==> config.mk <==
export PLATFORM = sky130hd
export DESIGN_NAME = mc_main_fsm
export DESIGN_NICKNAME = d
export VERILOG_FILES = /design/src/rtl/mc_main_fsm.sv
export SDC_FILE = /design/constraint.sdc
export NUM_CORES = 1
export LEC_CHECK = 0
export BUFFER_PORTS_ARGS = -buffer_cell sky130_fd_sc_hd__buf_2
export CORE_ASPECT_RATIO = 1.1
export CORE_MARGIN = 1.5
export CORE_UTILIZATION = 38
export CTS_CLUSTER_SIZE = 10
export DETAILED_ROUTE_END_ITERATION = 10
export GPL_ROUTABILITY_DRIVEN = 0
export PLACE_DENSITY = 0.84
export SETUP_SLACK_MARGIN = 0.5
export SLEW_MARGIN = 10
export SYNTH_ARGS = -nofsm -noshare
export SYNTH_HDL_FRONTEND = slang
export SYNTH_SLANG_ARGS = --single-unit
==> constraint.sdc <==
create_clock -name clk -period 3.7 [get_ports clk]
set_clock_uncertainty 0.1 [all_clocks]
set_input_delay 0.74 -clock clk [delete_from_list [all_inputs] [get_ports clk]]
set_output_delay 0.74 -clock clk [all_outputs]
set_load 0.02 [all_outputs]
==> src/rtl/mc_main_fsm.sv <==
// Multicycle RV32 main controller: Moore sequencing FSM plus ALU/branch decode.
// Optional illegal-instruction trap state enabled by defining MC_FSM_ILLEGAL_TRAP_EN.
module mc_main_fsm #(
   parameter logic [3:0] RESET_STATE = 4'd0
) (
   input  logic        clk,
   input  logic        reset,
   input  logic [31:0] instr,
   input  logic        zero,
   input  logic        negative,
   input  logic        carry,
   input  logic        overflow,
   output logic        pcwrite,
   output logic        AddrSrc,
   output logic        MemWrite,
   output logic        IRWrite,
   output logic        RegWrite,
   output logic [1:0]  ALUSrcA,
   output logic [1:0]  ALUSrcB,
   output logic [1:0]  ImmSrc,
   output logic [2:0]  ALUControl,
   output logic [1:0]  ResultSrc,
   output logic [3:0]  state,
   output logic        illegal
);

   typedef enum logic [3:0] {
      FETCH    = 4'd0,
      DECODE   = 4'd1,
      MEMADR   = 4'd2,
      MEMREAD  = 4'd3,
      MEMWB    = 4'd4,
      MEMWRITE = 4'd5,
      EXECR    = 4'd6,
      EXECI    = 4'd7,
      ALUWB    = 4'd8,
      JAL      = 4'd9,
      BRANCH   = 4'd10
`ifdef MC_FSM_ILLEGAL_TRAP_EN
      ,TRAP    = 4'd11
`endif
   } state_t;

   localparam logic [6:0] OP_LOAD  = 7'b0000011;
   localparam logic [6:0] OP_STORE = 7'b0100011;
   localparam logic [6:0] OP_R     = 7'b0110011;
   localparam logic [6:0] OP_I     = 7'b0010011;
   localparam logic [6:0] OP_JAL   = 7'b1101111;
   localparam logic [6:0] OP_BR    = 7'b1100011;

   localparam logic [2:0] ALU_ADD = 3'b000;
   localparam logic [2:0] ALU_SUB = 3'b001;
   localparam logic [2:0] ALU_AND = 3'b010;
   localparam logic [2:0] ALU_OR  = 3'b011;
   localparam logic [2:0] ALU_XOR = 3'b100;
   localparam logic [2:0] ALU_SLT = 3'b101;

   state_t     state_q, state_d;
   logic [6:0] opcode;
   logic [2:0] funct3;
   logic       funct7b5;
   logic [2:0] alu_dec;
   logic       taken;

   assign opcode   = instr[6:0];
   assign funct3   = instr[14:12];
   assign funct7b5 = instr[30];
   assign state    = state_q;

   always_ff @(posedge clk) begin
      if (!reset) state_q <= state_t'(RESET_STATE);
      else        state_q <= state_d;
   end

   always_comb begin
      alu_dec = ALU_ADD;
      case (funct3)
         3'b000:  alu_dec = (opcode == OP_R && funct7b5) ? ALU_SUB : ALU_ADD;
         3'b010:  alu_dec = ALU_SLT;
         3'b100:  alu_dec = ALU_XOR;
         3'b110:  alu_dec = ALU_OR;
         3'b111:  alu_dec = ALU_AND;
         default: alu_dec = ALU_ADD;
      endcase
   end

   always_comb begin
      taken = 1'b0;
      case (funct3)
         3'b000:  taken = zero;
         3'b001:  taken = !zero;
         3'b100:  taken = negative ^ overflow;
         3'b101:  taken = !(negative ^ overflow);
         3'b110:  taken = !carry;
         3'b111:  taken = carry;
         default: taken = 1'b0;
      endcase
   end

`ifdef MC_FSM_ILLEGAL_TRAP_EN
   logic f3_bad;
   assign f3_bad  = (funct3 == 3'b001) || (funct3 == 3'b011) || (funct3 == 3'b101);
   assign illegal = (state_q == TRAP);
`else
   assign illegal = 1'b0;
`endif

   always_comb begin
      state_d    = FETCH;
      pcwrite    = 1'b0;
      AddrSrc    = 1'b0;
      MemWrite   = 1'b0;
      IRWrite    = 1'b0;
      RegWrite   = 1'b0;
      ALUSrcA    = 2'd0;
      ALUSrcB    = 2'd0;
      ImmSrc     = 2'd0;
      ALUControl = ALU_ADD;
      ResultSrc  = 2'd0;
      case (state_q)
         FETCH: begin
            IRWrite   = 1'b1;
            ALUSrcB   = 2'd2;
            ResultSrc = 2'd2;
            pcwrite   = 1'b1;
            state_d   = DECODE;
         end
         DECODE: begin
            ALUSrcA = 2'd1;
            ALUSrcB = 2'd1;
            ImmSrc  = (opcode == OP_JAL) ? 2'd3 : 2'd2;
            case (opcode)
               OP_LOAD, OP_STORE: state_d = MEMADR;
               OP_R:              state_d = EXECR;
               OP_I:              state_d = EXECI;
               OP_JAL:            state_d = JAL;
               OP_BR:             state_d = BRANCH;
`ifdef MC_FSM_ILLEGAL_TRAP_EN
               default:           state_d = TRAP;
`else
               default:           state_d = FETCH;
`endif
            endcase
         end
         MEMADR: begin
            ALUSrcA = 2'd2;
            ALUSrcB = 2'd1;
            ImmSrc  = (opcode == OP_STORE) ? 2'd1 : 2'd0;
            state_d = (opcode == OP_STORE) ? MEMWRITE : MEMREAD;
         end
         MEMREAD: begin
            AddrSrc = 1'b1;
            state_d = MEMWB;
         end
         MEMWB: begin
            ResultSrc = 2'd1;
            RegWrite  = 1'b1;
            state_d   = FETCH;
         end
         MEMWRITE: begin
            AddrSrc  = 1'b1;
            MemWrite = 1'b1;
            state_d  = FETCH;
         end
         EXECR, EXECI: begin
            ALUSrcA    = 2'd2;
            ALUSrcB    = (state_q == EXECI) ? 2'd1 : 2'd0;
            ALUControl = alu_dec;
`ifdef MC_FSM_ILLEGAL_TRAP_EN
            state_d    = f3_bad ? TRAP : ALUWB;
`else
            state_d    = ALUWB;
`endif
         end
         ALUWB: begin
            RegWrite = 1'b1;
            state_d  = FETCH;
         end
         JAL: begin
            ALUSrcA = 2'd1;
            ALUSrcB = 2'd2;
            pcwrite = 1'b1;
            state_d = ALUWB;
         end
         BRANCH: begin
            ALUSrcA    = 2'd2;
            ALUControl = ALU_SUB;
            pcwrite    = taken;
            state_d    = FETCH;
         end
`ifdef MC_FSM_ILLEGAL_TRAP_EN
         TRAP:    state_d = TRAP;
`endif
         default: state_d = FETCH;
      endcase
      // Reset masks all write enables combinationally so an abandoned instruction cannot commit.
      if (!reset) begin
         pcwrite  = 1'b0;
         IRWrite  = 1'b0;
         RegWrite = 1'b0;
         MemWrite = 1'b0;
      end
   end

endmodule
==> results.json, run 1 <==
{
  "timing.setup.tns_ns": 0,
  "via_count": 725,
  "share_of_final_layout_standard_cells_stronger_than_drive_strength_1": 0.353,
  "final_nets": 159,
  "worst_r2r_path_depth": 3,
  "global_route.overflow_total": 0,
  "hold_viol_final": 0,
  "drt_first_iter_violations": 26,
  "grt_max_degree": 21,
  "worst_slew_pin_slew_ns": 0.628,
  "areaGrowthSynthToFinish_pct": 26.6,
  "post-route-util": 0.537,
  "ios": 59,
  "vias_in_the_first_global_route": 581,
  "cp_common_cell": "buf_2",
  "cts_root_buf": "clkbuf_4",
  "min-delay-path-class": "flip-flop to flip-flop",
  "dp_hpwl_mm": 1.19,
  "tritoncts": "yes",
  "design_power_total_uw": 163,
  "startpoint_type": "primary input",
  "clock-sinks": 4,
  "timing.critical_path.slowest_cell_delay_ns": 0.34,
  "post-cts-setup-buffer-count": 0,
  "largest_register_ffs": 4,
  "end_kind": "output pin",
  "vdd.ir_drop.worst_mv": 0.158,
  "max-clock-path-buffers": 2,
  "ys_async_sr_fraction": 0,
  "final.min_clock_period_ns": 2.73,
  "cp_cell_sequence": "buf_2 -> nand3b_1 -> nor4_1 -> nand2_1 -> a21boi_0 -> buf_2",
  "maxCapViolCount": 0,
  "leading_cell_type_by_number_of_instances_after_synthesis": "nor2_1",
  "max_clock_freq_mhz": 366,
  "floorplan.initialDensity": 0.424,
  "route.antenna.remaining_nets": 0,
  "floorplan.die_area_um2": 1830,
  "worst_ep_required_time_ns": 2.86,
  "fp.coreArea_um2": 1420,
  "netlist_area_before_placement_um2": 602,
  "worstHoldPathCells": 1,
  "post-synth-top-area-cell": "dfxtp_1",
  "synth_cells": 88,
  "slack_of_the_worst_reg_to_reg_path_ns": 2.21,
  "unrepaired_setup_endpoints_after_global_routing": "no",
  "worstReg2RegEnd": "state[3]",
  "yosys_warnings": 0,
  "slew_headroom": 0.581,
  "synth_fp_nets": 126,
  "final_max_slew_viol_count": 0,
  "route.detailed.drc": 0,
  "worstReg2RegStart": "state[1]",
  "diodes": 0,
  "post_synth_most_frequent_cells": "nor2_1 (10), nand2_1 (7), nor3_1 (7)",
  "cts.clk_slew.worst_paths_ns": 0.04,
  "die_w_um": 40.9,
  "yosysSeqAreaShare": 0.133,
  "synth-edff-count": 0,
  "post_drt_via_cell_ratio": 5.37,
  "ff_latch_count_synth": 4,
  "pre_repair_dr_iteration_count": 4,
  "worstSkewPairLatency_ns": 0.25,
  "grt_antenna_before_repair": 0,
  "synthDominantCellAreaShare": 0.133,
  "cp_max_fo": 4,
  "height_of_the_chip_um": 44.7,
  "p_leak_nw": 0.342,
  "finalWirelength_mm": 1.53,
  "tritoncts.num_buffers": 3,
  "power.density_nw_per_um2": 214,
  "min_to": "state[0]",
  "setup_viol_count_final": 0,
  "placement.io_buffers": 36,
  "yosys_most_used_dff": "dfxtp_1",
  "cts_htree_levels": 1,
  "critPathArrivalTime_ns": 1.89,
  "ys_top_cells_by_area": "dfxtp_1 (13%), nor2_1 (6.2%), nor3_1 (5.8%), xnor2_1 (5.8%), nand2b_1 (5.2%)",
  "cts.repair.resized": 0,
  "detail_route.wl_per_cell_um": 11.3,
  "finalCritPeriodShare": 0.738,
  "critical-path-slowest-cell": "nor4_1",
  "run_status": "completed",
  "synthesis.area_per_instance_um2": 6.84,
  "groute.usage.overall": 0.180,
  "ctsHoldBuffers": 0,
  "synthDistinctLibCells": 37,
  "path_class": "primary input to output pin",
  "first_pass_grt_wire_length_mm": 2.29,
  "std_cell_rows": 14,
  "hold_path.startpoint": "state[0]"
}
worst max-delay path by stage:
| stage | from | endpoint | slack, ns | depth (start not counted) |
|---|---|---|---|---|
| global placement | reset | pcwrite | 0.99 | 6 |
| global route | instr[4] | ImmSrc[0] | 0.85 | 6 |
| CTS | instr[4] | ImmSrc[0] | 0.99 | 6 |
| finish | instr[4] | ImmSrc[0] | 0.97 | 6 |
| floorplan | reset | pcwrite | 0.78 | 4 |
| detailed placement | instr[4] | ImmSrc[0] | 0.99 | 6 |
cells by family (layout without fill, tap and decap cells):
group,after synthesis,in the layout,share of synthesized area
flops,4,4,0.133
other cells,1,1,0.00623
compound gates,20,20,0.231
simple gates,46,46,0.412
xor+xnor,7,7,0.102
buf+inv,10,41,0.116
power by group:
part | total [mW] | switching [mW] | internal [mW]
registers | 0.0492 | 0.00481 | 0.0444
clock network | 0.0592 | 0.0226 | 0.0366
logic | 0.0550 | 0.0314 | 0.0236
total | 0.163 | 0.0587 | 0.105
area by class of cell:
class | instances | area (um2)
Timing Repair Buffer | 36 | 180
Inverter | 2 | 7.51
Multi-Input combinational cell | 74 | 452
Tap cell | 16 | 20.0
Fill cell | 148 | 657
Clock buffer | 3 | 22.5
Sequential cell | 4 | 80.1
stage by stage:
step,hold slack (ns),setup WS [ns],std cells,area [um2]
floorplan,0.636,0.785,88,602
global placement,0.577,0.988,132,739
detailed placement,0.586,0.986,132,739
CTS,0.598,0.989,135,762
global route,0.673,0.845,135,762
finish,0.603,0.969,135,762
cells in the final DEF, fill, tap and decap left out, types with 3 or more instances in the layout:
cell type  instances
nand2b_1           5
nor3_1             7
a21oi_1            4
clkbuf_4           3
o21ai_0            3
xnor2_1            4
nand3_1            3
nand2_1            7
xor2_1             3
buf_2             36
nor2b_1            4
nor2_1            10
dfxtp_1            4
worst max-delay path: cells and delay by family:
kind / cells / cell delay (ns)
and+or+nand+nor: 3 / 0.62
buffers and inverters: 2 / 0.31
AOI/OAI and AO/OA: 1 / 0.22
routing by layer:
layer / share of wire / routed length (um) / global-route usage / vias up
met1: 0.41 / 625 / 0.201 / 310
met5: 0 / 0 / 0 / -
met4: 0.026 / 40 / 0.100 / 0
met2: 0.50 / 768 / 0.316 / 33
li1: - / - / - / 375
met3: 0.062 / 95 / 0.0148 / 7
No activity file was read; power rests on OpenSTA's default activity.
==> run 2, diff against run 1 <==
--- a/config.mk
+++ b/config.mk
@@ -5,14 +5,15 @@
 export SDC_FILE = /design/constraint.sdc
 export NUM_CORES = 1
 export LEC_CHECK = 0
+export ABC_AREA = 1
 export BUFFER_PORTS_ARGS = -buffer_cell sky130_fd_sc_hd__buf_2
 export CORE_ASPECT_RATIO = 1.1
 export CORE_MARGIN = 1.5
-export CORE_UTILIZATION = 38
+export CORE_UTILIZATION = 34
 export CTS_CLUSTER_SIZE = 10
 export DETAILED_ROUTE_END_ITERATION = 10
 export GPL_ROUTABILITY_DRIVEN = 0
-export PLACE_DENSITY = 0.84
+export PLACE_DENSITY = 0.78
 export SETUP_SLACK_MARGIN = 0.5
 export SLEW_MARGIN = 10
 export SYNTH_ARGS = -nofsm -noshare
==> constraint.sdc (replaced) <==
create_clock -name clk -period 2.54 [get_ports clk]
set_clock_uncertainty 0.1 [all_clocks]
set_input_delay 0.508 -clock clk [delete_from_list [all_inputs] [get_ports clk]]
set_output_delay 0.508 -clock clk [all_outputs]
set_load 0.02 [all_outputs]
==> results.json, run 2 <==
{
  "run_status": "completed",
  "ctsHoldBuffers": 0,
  "grt_antenna_before_repair": 0,
  "std_cell_rows": 15,
  "vias_in_the_first_global_route": 607,
  "tritoncts": "yes",
  "vdd.ir_drop.worst_mv": 0.236,
  "path_class": "primary input to output pin",
  "floorplan.initialDensity": 0.365,
  "via_count": 817,
  "synth-edff-count": 0,
  "yosysSeqAreaShare": 0.141,
  "maxCapViolCount": 0,
  "yosys_most_used_dff": "dfxtp_1",
  "tritoncts.num_buffers": 3,
  "max_clock_freq_mhz": 502,
  "diodes": 0,
  "floorplan.die_area_um2": 1930,
  "final_nets": 193,
  "global_route.overflow_total": 0,
  "largest_register_ffs": 4,
  "die_w_um": 42.0,
  "netlist_area_before_placement_um2": 568,
  "final_max_slew_viol_count": 0,
  "dp_hpwl_mm": 1.28,
  "first_pass_grt_wire_length_mm": 2.30,
  "placement.io_buffers": 36,
  "finalWirelength_mm": 1.59,
  "placed_cells_incl_taps": 164,
  "ff_latch_count_synth": 4,
  "startpoint_type": "primary input",
  "ys_top_cells_by_area": "nand2_1 (20%), dfxtp_1 (14%), nor2_1 (14%), inv_1 (9.9%), nand3_1 (7.0%)",
  "areaGrowthSynthToFinish_pct": 53.5,
  "final_cells": 170,
  "finalCritPeriodShare": 0.784,
  "hold_viol_final": 0,
  "drt_first_iter_violations": 7,
  "route.antenna.remaining_nets": 0,
  "synthDistinctLibCells": 22,
  "cp_max_fo": 3,
  "cts_htree_levels": 1,
  "groute.usage.overall": 0.154,
  "p_leak_nw": 0.495,
  "yosys_warnings": 0,
  "final_common_cell": "buf_2",
  "route.detailed.drc": 0,
  "unrepaired_setup_endpoints_after_global_routing": "yes",
  "timing.setup.tns_ns": 0,
  "cts_root_buf": "clkbuf_4",
  "setup_viol_count_final": 0,
  "power.density_nw_per_um2": 274,
  "critPathArrivalTime_ns": 1.38,
  "ys_async_sr_fraction": 0,
  "synthesis.area_per_instance_um2": 5.07,
  "post-synth-top-area-cell": "nand2_1",
  "height_of_the_chip_um": 45.9,
  "grt_max_degree": 8,
  "final.min_clock_period_ns": 1.99,
  "final_cell_mix": "buf_2 (31), nand2_1 (28), nor2_1 (18), inv_1 (14), nand3_1 (8)",
  "synthDominantCellAreaShare": 0.205,
  "cts.clk_slew.worst_paths_ns": 0.04,
  "pre_repair_dr_iteration_count": 4,
  "ios": 59,
  "share_of_final_layout_standard_cells_stronger_than_drive_strength_1": 0.444,
  "detail_route.wl_per_cell_um": 9.35,
  "synth_cells": 112,
  "post_drt_via_cell_ratio": 4.81,
  "synth_fp_nets": 150,
  "fp.coreArea_um2": 1560,
  "post_synth_most_frequent_cells": "nand2_1 (31), nor2_1 (21), inv_1 (15)",
  "final.hold.worst_slack_ns": 0.384,
  "max-clock-path-buffers": 2,
  "min-delay-path-class": "primary input to flip-flop",
  "worst_ep_required_time_ns": 1.93,
  "filler_cell_count": 160,
  "clock-sinks": 4,
  "end_kind": "output pin",
  "worstSkewPairLatency_ns": 0.23,
  "leading_cell_type_by_number_of_instances_after_synthesis": "nand2_1"
}
-- run 2: changes by cell type in the layout (fill, tap and decap cells not counted), sizes merged, moves of 3 or more --
cell,previous run,this run
nor2,10,25
buf,36,39
nor3,7,3
nand4,0,3
xor2,3,0
inv,2,21
nand2b,5,0
nand2,7,32
nand3,3,8
nor2b,4,0
xnor2,4,0
-- run 2: path summary, 6_finish.rpt --
check / startpoint / endpoint / slack (ns) / depth (start not counted)
worst min-delay path: reset / state[3] / 0.38 / 3
worst min register to register: state[3] / state[0] / 0.46 / 3
worst max register to register: state[1] / state[3] / 1.29 / 9
worst max-delay path: instr[0] / ALUControl[0] / 0.55 / 8
-- run 2: cell type report --
cell class	count	area (um2)	area share
clock buffer	3	22.5	0.0258
inverter	21	78.8	0.0904
multi-input combinational	86	443	0.508
sequential	4	83.8	0.0961
tap	17	21.3	0.0244
timing repair buffer	39	223	0.255
-- run 2: per-layer routing --
metal,global-route usage,part of all wire,up-vias
li1,-,-,432
met1,0.179,0.43,359
met2,0.297,0.51,26
met3,0,0.057,0
met4,0.0774,0,0
met5,0,0,-
-- run 2: kinds of logic (layout without fill, tap and decap cells) --
kind of cell    count (synthesis)  count (layout)  share of synthesized area
simple gates                   72              72                      0.566
flops                           4               4                      0.141
buf+inv                        22              63                      0.152
other cells                     1               1                    0.00660
compound gates                 13              13                      0.134
-- run 2: repair_timing --
item                                    CTS  global route
pin swaps                                 0             4
setup buffers                             0             3
endpoints found under the setup margin    4             3
gates resized for setup                   4            15
endpoints found under the hold margin     0             0
-- run 2: power breakdown --
part,internal [mW],switching [mW],leakage [nW],total (mW)
Clock,0.0526,0.0225,0.0138,0.0751
Combinational,0.0368,0.0595,0.448,0.0963
Sequential,0.0651,0.00292,0.0338,0.0680
-- run 2: worst max-delay path, cell delays in order --
cell	delay (ns)
buf_6	0.07
nand2_4	0.05
nor3_4	0.22
nand2_2	0.12
o21ai_2	0.14
nand2_1	0.05
o21ai_1	0.07
buf_4	0.15
-- run 2: through the flow --
stage	power, mW	util	worst slack, ns	area [um2]
CTS	0.236	0.516	0.500	805
floorplan	0.123	-	0.540	577
global placement	0.153	0.495	0.444	771
global route	0.256	0.560	0.430	872
detailed placement	0.155	0.495	0.430	771
finish	0.239	0.560	0.549	872
==> run 3, diff against run 2 <==
--- a/config.mk
+++ b/config.mk
@@ -9,11 +9,11 @@
 export BUFFER_PORTS_ARGS = -buffer_cell sky130_fd_sc_hd__buf_2
 export CORE_ASPECT_RATIO = 1.1
 export CORE_MARGIN = 1.5
-export CORE_UTILIZATION = 34
+export CORE_UTILIZATION = 31
 export CTS_CLUSTER_SIZE = 10
 export DETAILED_ROUTE_END_ITERATION = 10
 export GPL_ROUTABILITY_DRIVEN = 0
-export PLACE_DENSITY = 0.78
+export PLACE_DENSITY = 0.75
 export SETUP_SLACK_MARGIN = 0.5
 export SLEW_MARGIN = 10
 export SYNTH_ARGS = -nofsm -noshare
==> constraint.sdc (replaced) <==
create_clock -name clk -period 1.8 [get_ports clk]
set_clock_uncertainty 0.1 [all_clocks]
set_input_delay 0.36 -clock clk [delete_from_list [all_inputs] [get_ports clk]]
set_output_delay 0.36 -clock clk [all_outputs]
set_load 0.02 [all_outputs]
==> results.json, run 3 (synthesis gave the netlist of run 2 again) <==
{
  "violations": "setup timing",
  "via_count": 953,
  "height_of_the_chip_um": 47.9,
  "tritoncts.num_buffers": 3,
  "ios": 59,
  "final_cells": 191,
  "fp.coreArea_um2": 1740,
  "layout.cell_area.non_filler_um2": 1380,
  "setup_viol_count_final": 4,
  "worst_setup_path_startpoint": "state[2]",
  "worstSkewPairLatency_ns": 0.23,
  "post_drt_via_cell_ratio": 4.99,
  "placedInstanceArea_um2": 935,
  "final.min_clock_period_ns": 1.83,
  "cts.clk_slew.worst_paths_ns": 0.04,
  "share_seq_of_total_power": 0.224,
  "ctsHoldBuffers": 0,
  "cts_root_buf": "clkbuf_4",
  "cts_htree_levels": 1,
  "p_sw_frac": 0.380,
  "p_leak_nw": 0.657,
  "endpoint": "ALUSrcB[0]",
  "vias_in_the_first_global_route": 812,
  "drt_first_iter_violations": 13,
  "max-clock-path-buffers": 2,
  "groute.usage.overall": 0.205,
  "clock-sinks": 4,
  "diodes": 0,
  "worst_ep_required_time_ns": 1.34,
  "first_pass_grt_wire_length_mm": 3.17,
  "final_max_slew_viol_count": 0,
  "slack_of_the_worst_reg_to_reg_path_ns": 0.19,
  "share_comb_of_total_power": 0.500,
  "filler_cell_count": 121,
  "placement.io_buffers": 36,
  "final_common_cell": "nand2_1",
  "worstReg2RegStart": "state[2]",
  "share_of_final_layout_standard_cells_stronger_than_drive_strength_1": 0.647,
  "cp_max_fo": 6,
  "power.density_nw_per_um2": 313,
  "pre_repair_dr_iteration_count": 6,
  "critical-path-slowest-cell": "dfxtp_4",
  "multi_input_area_um2": 651,
  "path_class": "flip-flop to output pin",
  "cp_common_cell": "nor2_4",
  "maxCapViolCount": 0,
  "power_switching_uw": 164,
  "placed_cells_incl_taps": 169,
  "startpoint_type": "flip-flop",
  "p_clk_frac": 0.275,
  "detail_route.wl_per_cell_um": 13.8,
  "worst_r2r_path_depth": 10,
  "cp.depth": 6,
  "unrepaired_setup_endpoints_after_global_routing": "yes",
  "finalWirelength_mm": 2.63,
  "dp_hpwl_mm": 1.43,
  "grt_max_degree": 8,
  "max_clock_freq_mhz": 545,
  "post-route-worst-setup-slack_ns": -0.0346,
  "layout.area.seq_um2": 95.1,
  "hold_viol_final": 0,
  "vdd.ir_drop.worst_mv": 0.371,
  "timing.critical_path.slowest_cell_delay_ns": 0.37,
  "finalCritPeriodShare": 1.02,
  "grt_antenna_before_repair": 0,
  "run_status": "finished, violations left",
  "floorplan.initialDensity": 0.326,
  "die_w_um": 43.8,
  "cp_cell_sequence": "nor2_4 -> inv_4 -> nor2_4 -> inv_2 -> o311ai_2 -> buf_4",
  "internal_power_uw": 268,
  "std_cell_rows": 16,
  "min-delay-path-class": "primary input to flip-flop",
  "route.antenna.remaining_nets": 0,
  "route.detailed.drc": 0,
  "critPathTopFamily": "flip-flops",
  "worstReg2RegEnd": "state[2]",
  "critPathArrivalTime_ns": 1.37,
  "areaGrowthSynthToFinish_pct": 143,
  "largest_register_ffs": 4,
  "floorplan.die_area_um2": 2100,
  "final_cell_mix": "nand2_1 (24), buf_6 (23), buf_2 (19), buf_4 (15), nor2_4 (14)",
  "global_route.overflow_total": 0,
  "tritoncts": "yes",
  "final_nets": 212,
  "worstPathBufferInverterCount": 3,
  "end_kind": "output pin"
}
run 3: cell count changes in the layout (fill, tap and decap cells not counted), moves of 4 or more:
| cell | change |
|---|---|
| buf_6 | +21 |
| buf_2 | -12 |
| nor2_4 | +12 |
| buf_4 | +9 |
| nor2_1 | -9 |
| dfxtp_4 | +4 |
| inv_4 | +4 |
| nand2_1 | -4 |
run 3: worst min path at each step:
stage	from	end	slack, ns	cells after the start
final	reset	state[3]	0.22	3
after global routing	reset	state[3]	0.25	3
after CTS	reset	state[3]	0.22	3
after detailed placement	reset	state[3]	0.47	3
after global placement	state[3]	state[0]	0.46	3
after floorplan	reset	state[3]	0.36	2
run 3: repair_timing:
action,4_1_cts,5_1_grt
setup endpoints to repair,19,20
setup buffers,11,7
gates resized for setup,50,27
pin swaps,13,12
run 3: power groups by stage:
| stage | registers, mW | clock network [mW] | logic (mW) |
|---|---|---|---|
| 2_1_floorplan | 0.0948 | 0 | 0.0898 |
| 6_report | 0.0967 | 0.119 | 0.216 |
| 3_3_place_gp | 0.0925 | 0 | 0.142 |
| 4_1_cts | 0.0927 | 0.125 | 0.184 |
| 5_1_grt | 0.0971 | 0.127 | 0.229 |
| 3_5_place_dp | 0.0925 | 0 | 0.145 |
run 3: per-layer routing:
| metal | share of wire | GRT usage | vias up |
|---|---|---|---|
| met5 | 0 | 0 | - |
| met4 | 0.040 | 0.158 | 0 |
| met3 | 0.052 | 0.0340 | 10 |
| met2 | 0.53 | 0.374 | 44 |
| met1 | 0.38 | 0.214 | 425 |
| li1 | - | - | 474 |
run 3: final cells by class:
class | count | area share
Clock buffer | 4 | 0.0191
Inverter | 21 | 0.0699
Multi-Input combinational cell | 86 | 0.472
Sequential cell | 4 | 0.0690
Tap cell | 18 | 0.0163
Timing Repair Buffer | 58 | 0.353
run 3: metrics by stage:
stage	setup TNS [ns]	worst slack, ns	hold WS (ns)	total power [mW]	utilization
6_report	-0.107	-0.0346	0.219	0.431	0.791
2_1_floorplan	0	0.282	0.357	0.185	-
4_1_cts	-0.00319	-0.00319	0.219	0.402	0.698
5_1_grt	-0.306	-0.0735	0.254	0.454	0.791
3_5_place_dp	0	0.0483	0.466	0.238	0.537
3_3_place_gp	0	0.0505	0.457	0.234	0.537
run 3: worst min-delay path, delay by kind of cell:
family / cells / cell delay, ns
and+or+nand+nor: 1 / 0.04
buffers and inverters: 2 / 0.13
